[config.mk]
export PLATFORM = sky130hd
export DESIGN_NAME = battle_front
export DESIGN_NICKNAME = d
export VERILOG_FILES = /design/src/rtl/battle_front_pkg.sv /design/src/rtl/battle_front_accum.sv /design/src/rtl/battle_front.sv
export SDC_FILE = /design/constraint.sdc
export NUM_CORES = 1
export LEC_CHECK = 0
export CORE_AREA = 2 2 149 151
export DETAILED_ROUTE_END_ITERATION = 12
export DIE_AREA = 0 0 151 153
export GPL_TIMING_DRIVEN = 0
export HOLD_SLACK_MARGIN = 0.03
export SLEW_MARGIN = 20
export SYNTH_ARGS = -nofsm -noshare
export SYNTH_HDL_FRONTEND = slang
export SYNTH_SLANG_ARGS = --single-unit
[constraint.sdc]
create_clock -name clk -period 6.6 [get_ports clk]
set_input_delay 0.99 -clock clk [delete_from_list [all_inputs] [get_ports clk]]
set_output_delay 0.99 -clock clk [all_outputs]
set_load 0.05 [all_outputs]
[src/rtl/battle_front_pkg.sv]
// Shared types and constants for the lane-game battle-front coprocessor.
package battle_pkg;

    typedef enum logic [1:0] {
        IDLE,
        SCAN,
        DONE
    } state_t;

    localparam int unsigned LOC_W   = 9;
    localparam int unsigned TYPE_W  = 2;
    localparam int unsigned N_SLOTS = 16;

    localparam logic [TYPE_W-1:0] TYPE_EMPTY = 2'd0;

    localparam int unsigned FRIEND_OFS_DEF = 6;
    localparam int unsigned ENEMY_OFS_DEF  = 7;

    localparam logic [LOC_W-1:0] NO_FRIEND_DEF = '1;
    localparam logic [LOC_W-1:0] NO_ENEMY_DEF  = '0;

endpackage

[src/rtl/battle_front_accum.sv]
// Running extreme (min or max) of live slot locations, one slot per enabled cycle.
module front_accum
    import battle_pkg::*;
#(
    parameter int unsigned LOC_W_P  = LOC_W,
    parameter bit          MAX_MODE = 1'b0
)(
    input  logic               clk,
    input  logic               rst,
    input  logic               clear,
    input  logic               enable,
    input  logic               valid,
    input  logic [LOC_W_P-1:0] loc,
    output logic [LOC_W_P-1:0] extremeNext,
    output logic               foundNext
);

    localparam logic [LOC_W_P-1:0] INIT = MAX_MODE ? {LOC_W_P{1'b0}} : {LOC_W_P{1'b1}};

    logic [LOC_W_P-1:0] extreme;
    logic               found;
    logic               better;

    // Next values are exported so the last slot can be folded in without an extra cycle.
    always_comb begin
        better      = MAX_MODE ? (loc >= extreme) : (loc <= extreme);
        extremeNext = extreme;
        foundNext   = found;
        if (valid && better) begin
            extremeNext = loc;
            foundNext   = 1'b1;
        end
    end

    always_ff @(posedge clk or negedge rst) begin
        if (!rst) begin
            extreme <= '0;
            found   <= 1'b0;
        end else if (clear) begin
            extreme <= INIT;
            found   <= 1'b0;
        end else if (enable) begin
            extreme <= extremeNext;
            found   <= foundNext;
        end
    end

endmodule

[src/rtl/battle_front.sv]
// Battle-front coprocessor: scans 16 friendly and 16 enemy slots, reports the two fronts.
module battle_front
    import battle_pkg::*;
#(
    parameter int unsigned      FRIEND_OFS = FRIEND_OFS_DEF,
    parameter int unsigned      ENEMY_OFS  = ENEMY_OFS_DEF,
    parameter logic [LOC_W-1:0] NO_FRIEND  = NO_FRIEND_DEF,
    parameter logic [LOC_W-1:0] NO_ENEMY   = NO_ENEMY_DEF
)(
    input  logic              clk,
    input  logic              rst,
    input  logic              Start,
    input  logic              Ack,
    input  logic [LOC_W-1:0]  unitLoc0,  unitLoc1,  unitLoc2,  unitLoc3,
    input  logic [LOC_W-1:0]  unitLoc4,  unitLoc5,  unitLoc6,  unitLoc7,
    input  logic [LOC_W-1:0]  unitLoc8,  unitLoc9,  unitLoc10, unitLoc11,
    input  logic [LOC_W-1:0]  unitLoc12, unitLoc13, unitLoc14, unitLoc15,
    input  logic [TYPE_W-1:0] unitType0,  unitType1,  unitType2,  unitType3,
    input  logic [TYPE_W-1:0] unitType4,  unitType5,  unitType6,  unitType7,
    input  logic [TYPE_W-1:0] unitType8,  unitType9,  unitType10, unitType11,
    input  logic [TYPE_W-1:0] unitType12, unitType13, unitType14, unitType15,
    input  logic [LOC_W-1:0]  enemyLoc0,  enemyLoc1,  enemyLoc2,  enemyLoc3,
    input  logic [LOC_W-1:0]  enemyLoc4,  enemyLoc5,  enemyLoc6,  enemyLoc7,
    input  logic [LOC_W-1:0]  enemyLoc8,  enemyLoc9,  enemyLoc10, enemyLoc11,
    input  logic [LOC_W-1:0]  enemyLoc12, enemyLoc13, enemyLoc14, enemyLoc15,
    input  logic [TYPE_W-1:0] enemyType0,  enemyType1,  enemyType2,  enemyType3,
    input  logic [TYPE_W-1:0] enemyType4,  enemyType5,  enemyType6,  enemyType7,
    input  logic [TYPE_W-1:0] enemyType8,  enemyType9,  enemyType10, enemyType11,
    input  logic [TYPE_W-1:0] enemyType12, enemyType13, enemyType14, enemyType15,
    output logic [LOC_W-1:0]  friendlyFront,
    output logic [LOC_W-1:0]  enemyFront,
    output logic              Done
);

    localparam int unsigned      IDX_W    = $clog2(N_SLOTS);
    localparam logic [IDX_W-1:0] LAST_IDX = IDX_W'(N_SLOTS - 1);
    localparam logic [LOC_W:0]   LOC_MAX  = {1'b0, {LOC_W{1'b1}}};

    logic [LOC_W-1:0]  uLoc [N_SLOTS];
    logic [TYPE_W-1:0] uTyp [N_SLOTS];
    logic [LOC_W-1:0]  eLoc [N_SLOTS];
    logic [TYPE_W-1:0] eTyp [N_SLOTS];

    assign uLoc = '{unitLoc0, unitLoc1, unitLoc2, unitLoc3, unitLoc4, unitLoc5, unitLoc6, unitLoc7,
                    unitLoc8, unitLoc9, unitLoc10, unitLoc11, unitLoc12, unitLoc13, unitLoc14, unitLoc15};
    assign uTyp = '{unitType0, unitType1, unitType2, unitType3, unitType4, unitType5, unitType6, unitType7,
                    unitType8, unitType9, unitType10, unitType11, unitType12, unitType13, unitType14, unitType15};
    assign eLoc = '{enemyLoc0, enemyLoc1, enemyLoc2, enemyLoc3, enemyLoc4, enemyLoc5, enemyLoc6, enemyLoc7,
                    enemyLoc8, enemyLoc9, enemyLoc10, enemyLoc11, enemyLoc12, enemyLoc13, enemyLoc14, enemyLoc15};
    assign eTyp = '{enemyType0, enemyType1, enemyType2, enemyType3, enemyType4, enemyType5, enemyType6, enemyType7,
                    enemyType8, enemyType9, enemyType10, enemyType11, enemyType12, enemyType13, enemyType14, enemyType15};

    state_t           state, nextState;
    logic [IDX_W-1:0] idx;
    logic             loadAcc, scanEn, lastSlot;

    logic [LOC_W-1:0] fMinNext, eMaxNext;
    logic             fFoundNext, eFoundNext;
    logic [LOC_W:0]   fWide, eWide;
    logic [LOC_W-1:0] friendCalc, enemyCalc;

    always_ff @(posedge clk or negedge rst) begin
        if (!rst) state <= IDLE;
        else      state <= nextState;
    end

    always_comb begin
        nextState = state;
        loadAcc   = 1'b0;
        scanEn    = 1'b0;
        lastSlot  = 1'b0;
        case (state)
            IDLE: begin
                if (Start) begin
                    nextState = SCAN;
                    loadAcc   = 1'b1;
                end
            end
            SCAN: begin
                scanEn = 1'b1;
                if (idx == LAST_IDX) begin
                    lastSlot  = 1'b1;
                    nextState = DONE;
                end
            end
            DONE: begin
                if (Ack) nextState = IDLE;
            end
            default: nextState = IDLE;
        endcase
    end

    always_ff @(posedge clk or negedge rst) begin
        if (!rst)        idx <= '0;
        else if (loadAcc) idx <= '0;
        else if (scanEn)  idx <= idx + 1'b1;
    end

    front_accum #(.LOC_W_P(LOC_W), .MAX_MODE(1'b0)) uFriendMin (
        .clk         (clk),
        .rst         (rst),
        .clear       (loadAcc),
        .enable      (scanEn),
        .valid       (uTyp[idx] != TYPE_EMPTY),
        .loc         (uLoc[idx]),
        .extremeNext (fMinNext),
        .foundNext   (fFoundNext)
    );

    front_accum #(.LOC_W_P(LOC_W), .MAX_MODE(1'b1)) uEnemyMax (
        .clk         (clk),
        .rst         (rst),
        .clear       (loadAcc),
        .enable      (scanEn),
        .valid       (eTyp[idx] != TYPE_EMPTY),
        .loc         (eLoc[idx]),
        .extremeNext (eMaxNext),
        .foundNext   (eFoundNext)
    );

    // One extra bit of headroom so offsets saturate at the lane ends instead of wrapping.
    always_comb begin
        fWide = {1'b0, fMinNext};
        eWide = {1'b0, eMaxNext} + (LOC_W+1)'(ENEMY_OFS);
        if (!fFoundNext)                          friendCalc = NO_FRIEND;
        else if (fWide < (LOC_W+1)'(FRIEND_OFS)) friendCalc = '0;
        else                                      friendCalc = LOC_W'(fWide - (LOC_W+1)'(FRIEND_OFS));
        if (!eFoundNext)          enemyCalc = NO_ENEMY;
        else if (eWide > LOC_MAX) enemyCalc = '1;
        else                      enemyCalc = LOC_W'(eWide);
    end

    always_ff @(posedge clk or negedge rst) begin
        if (!rst) begin
            friendlyFront <= '0;
            enemyFront    <= '0;
        end else if (lastSlot) begin
            friendlyFront <= friendCalc;
            enemyFront    <= enemyCalc;
        end
    end

    assign Done = (state == DONE);

endmodule

==> impl_metrics.py <==
metrics = {
    "yosys": {
        "yosys_warnings": 0,
        "synth_flop_cell": "dfrtp_1",
        "synth.distinct_cells": 75,
        "synth_edf_count": 0,
        "syn_avg_cell_area_um2": 11.1,
        "synth_area_mm2": 0.00551,
        "synth.largest_area_cell": "mux4_2",
        "netlist_instances": 497,
        "synth_async_sr_flop_share": 1.00,
        "ys_seq_area_frac": 0.200,
        "syn_nets": 874,
        "synth_top_area_share": 0.307,
        "yosys-top-cells-area": "mux4_2, dfrtp_1, ha_1",
        "yosys_register_bits": 44,
    },
    "detailed_routing": {
        "wl_um": 27200,
        "wl_per_cell_um": 23.5,
        "firstDrtPassIters": 5,
        "vias": 6098,
        "route.detailed.drc": 0,
        "ant_nets": 0,
        "post_drt_via_cell_ratio": 5.26,
        "drt_iter0_markers": 428,
    },
    "worst_setup_path": {
        "worst_setup_path_start_kind": "flop",
        "ff2ff_path_depth": 18,
        "reg2reg_slack_ns": 0.35,
        "r2r_end": "friendlyFront[5]",
        "critPathRequiredTime_ns": 6.78,
        "cp.arrival_ns": 6.43,
        "crit_path_end_kind": "flop",
        "crit_fanout": 10,
        "r2r_start": "idx[1]",
        "startpoint": "idx[1]",
        "critical_path_class": "flop to flop",
        "cp-endpoint": "friendlyFront[5]",
    },
    "floorplan": {
        "die_y_um": 153,
        "core_mm2": 0.0215,
        "dieArea_mm2": 0.0231,
        "io_pins": 375,
        "num_rows": 54,
        "initial_core_util": 0.256,
        "die_x_um": 151,
    },
    "finish": {
        "area_delta_synth_final_pct": 77.3,
        "fillers": 2120,
        "utilization": 0.455,
        "postLayoutCellArea_mm2": 0.00977,
        "final_nets": 1256,
        "layout-drive-gt1-share": 0.150,
        "antennaDiodeCount": 0,
    },
    "cts": {
        "clock-sinks": 44,
        "cts_max_path_buffers": 2,
        "cts_tree": "yes",
        "htreeDepth": 2,
        "numCtsBuffers": 5,
        "path_clk_slew_ns": 0.07,
        "clock_latency_ns": 0.29,
        "clockRootBuffer": "clkbuf_16",
        "post-cts-setup-buffers": 0,
    },
    "timing": {
        "rsz0062_at_grt": "false",
        "period_minus_slack_ns": 6.25,
        "fin_skew_ns": 0.00472,
        "tightestPinTransition_ns": 0.855,
        "fmax_mhz": 160,
        "totalNegativeSetupSlack_ns": 0,
        "maxSlewViolCount": 0,
        "setup_slack_ns": 0.349,
        "setup_viol_count_final": 0,
        "finalCritPeriodShare": 0.947,
        "slew_headroom": 0.430,
        "finalHoldViolCount": 0,
    },
    "worst_hold_path": {
        "hp-class": "flop to flop",
    },
    "placement": {
        "place_hpwl_um": 23600,
        "pre_cts_ws_ns": 0.188,
        "finalWeightedCongestion": 0.882,
        "placed_area_mm2": 0.00962,
        "portBuffers": 374,
    },
    "global_routing": {
        "grt_max_degree": 24,
        "grt_pass1_vias": 6381,
        "antenna_found_initial": 1,
        "grt_util_all_layers": 0.234,
        "grt_pass1_wl_um": 40100,
        "grt_overflow": 0,
    },
    "outcome": {
        "outcome": "completed",
    },
    "power_and_ir_drop": {
        "irDropWorstVdd_mv": 0.202,
        "power_w": 0.00474,
        "p_leak_nw": 3.68,
        "p_per_area_mw_per_mm2": 485,
    },
    "job": {
        "maxCapViolCount": 0,
    },
}
## routing by layer
metal | global-route usage | part of all wire
met5 | 0 | 0.00048
met4 | 0.0418 | 0.016
met3 | 0.0358 | 0.059
met2 | 0.399 | 0.50
met1 | 0.317 | 0.42
## sequential cells by signal, summed over array words and instances, names as in the netlist
signal,cells
enemyFront,9
friendlyFront,9
uEnemyMax.extreme,9
uFriendMin.extreme,9
idx,4
state,2
uEnemyMax.found,1
uFriendMin.found,1
## worst min-delay path by stage
stage | cells after the start | end | startpoint
5_1_grt | 2 | enemyFront[3] | enemyFront[3]
2_1_floorplan | 1 | uEnemyMax.extreme[4] | uEnemyMax.extreme[4]
3_5_place_dp | 2 | enemyFront[0] | enemyFront[0]
3_3_place_gp | 2 | enemyFront[0] | enemyFront[0]
4_1_cts | 2 | enemyFront[0] | enemyFront[0]
6_report | 2 | enemyFront[2] | enemyFront[2]
## cells by family (layout without fill, tap and decap cells)
| family | count (synthesis) | count (layout) | share of synthesized area |
|---|---|---|---|
| adders and majority gates | 21 | 21 | 0.0477 |
| xor gates and xnor gates | 5 | 5 | 0.00795 |
| muxes | 96 | 96 | 0.370 |
| DFF | 44 | 44 | 0.200 |
| buffers and inverters | 57 | 440 | 0.0595 |
| and+or+nand+nor | 140 | 140 | 0.136 |
| AOI/OAI and AO/OA | 134 | 134 | 0.179 |
## where the power goes
part	internal (W)	switching, W	leakage [nW]	total (W)
registers	0.000415	0.0000870	0.522	0.000502
clock network	0.000151	0.000110	0.0701	0.000261
logic	0.00178	0.00219	3.09	0.00398
total	0.00235	0.00239	3.68	0.00474
## metrics by stage
step | cells | hold slack [ns]
6_report | 1160 | 0.486
3_3_place_gp | 1151 | 0.472
2_1_floorplan | 497 | 0.466
5_1_grt | 1160 | 0.521
3_5_place_dp | 1152 | 0.479
4_1_cts | 1160 | 0.493
## cells in the final DEF, fill, tap and decap left out, types with 4 or more instances in the layout
cell type / instances
clkdlybuf4s50_1: 373
mux4_2: 75
dfrtp_1: 44
nand2_1: 33
nor2_1: 32
inv_1: 23
a22oi_1: 22
a21oi_1: 21
ha_1: 21
o21ai_0: 19
nor3_1: 15
mux2i_1: 11
nand3_1: 10
buf_2: 9
or3_1: 9
mux4_1: 8
o211ai_1: 8
buf_4: 7
clkbuf_1: 7
o22ai_1: 7
o21ai_1: 7
buf_6: 6
o221a_2: 6
nor2b_1: 5
clkbuf_16: 5
buf_1: 4
nand2b_1: 4
a21o_1: 4
o21a_1: 4
## area by class of cell
class                   instances  area, um2  area share
clock buffers                   7        143      0.0146
well taps                     280        350      0.0359
plain buffers                  34        243      0.0248
multi-input cells             396       4080       0.418
flip-flops and latches         44       1100       0.113
inverters                      23       86.3     0.00884
clock inverters                 1       7.51    0.000768
repair buffers                375       3760       0.385
## cells in the mapped netlist (3+ instances only)
cell type,count
nand4_1,3
a21o_1,4
o21a_1,4
ha_1,21
nor2_1,32
clkbuf_1,6
buf_6,6
inv_1,23
mux4_2,75
xnor2_1,3
a22o_1,3
o211ai_1,8
dfrtp_1,44
o22ai_1,7
o21ai_0,19
nand2_1,33
o31ai_1,3
o21ai_1,7
nor3_1,15
a21oi_1,21
or3b_1,3
a22oi_1,22
and3_1,3
buf_4,7
or3_1,9
buf_2,8
or3b_2,3
o221a_2,6
nand3_1,10
nand2b_1,4
mux4_1,8
mux2i_1,11
a32o_1,3
buf_1,5
nor2b_1,5
## what timing repair did
action                                 CTS  global route
endpoints found under the hold margin    0             0
setup endpoints to repair                0             2
hold buffers                             0             0
resized for setup                        0             1
## critical path, stage by stage, from the launching register on
cell and delay [ns]:
dfrtp_1 0.37, buf_4 0.19, buf_2 0.31, clkbuf_1 0.57, clkbuf_2 0.42, mux4_2 0.42, mux4_2 0.57, ha_1 0.34
a2111oi_0 0.33, o21ai_0 0.17, a32oi_2 0.62, buf_2 0.38, nor2_1 0.07, a21oi_1 0.28, inv_1 0.08, ha_1 0.26
or3b_1 0.40, xor2_1 0.15, o221a_1 0.21
Power figures use the tool's default switching activity.
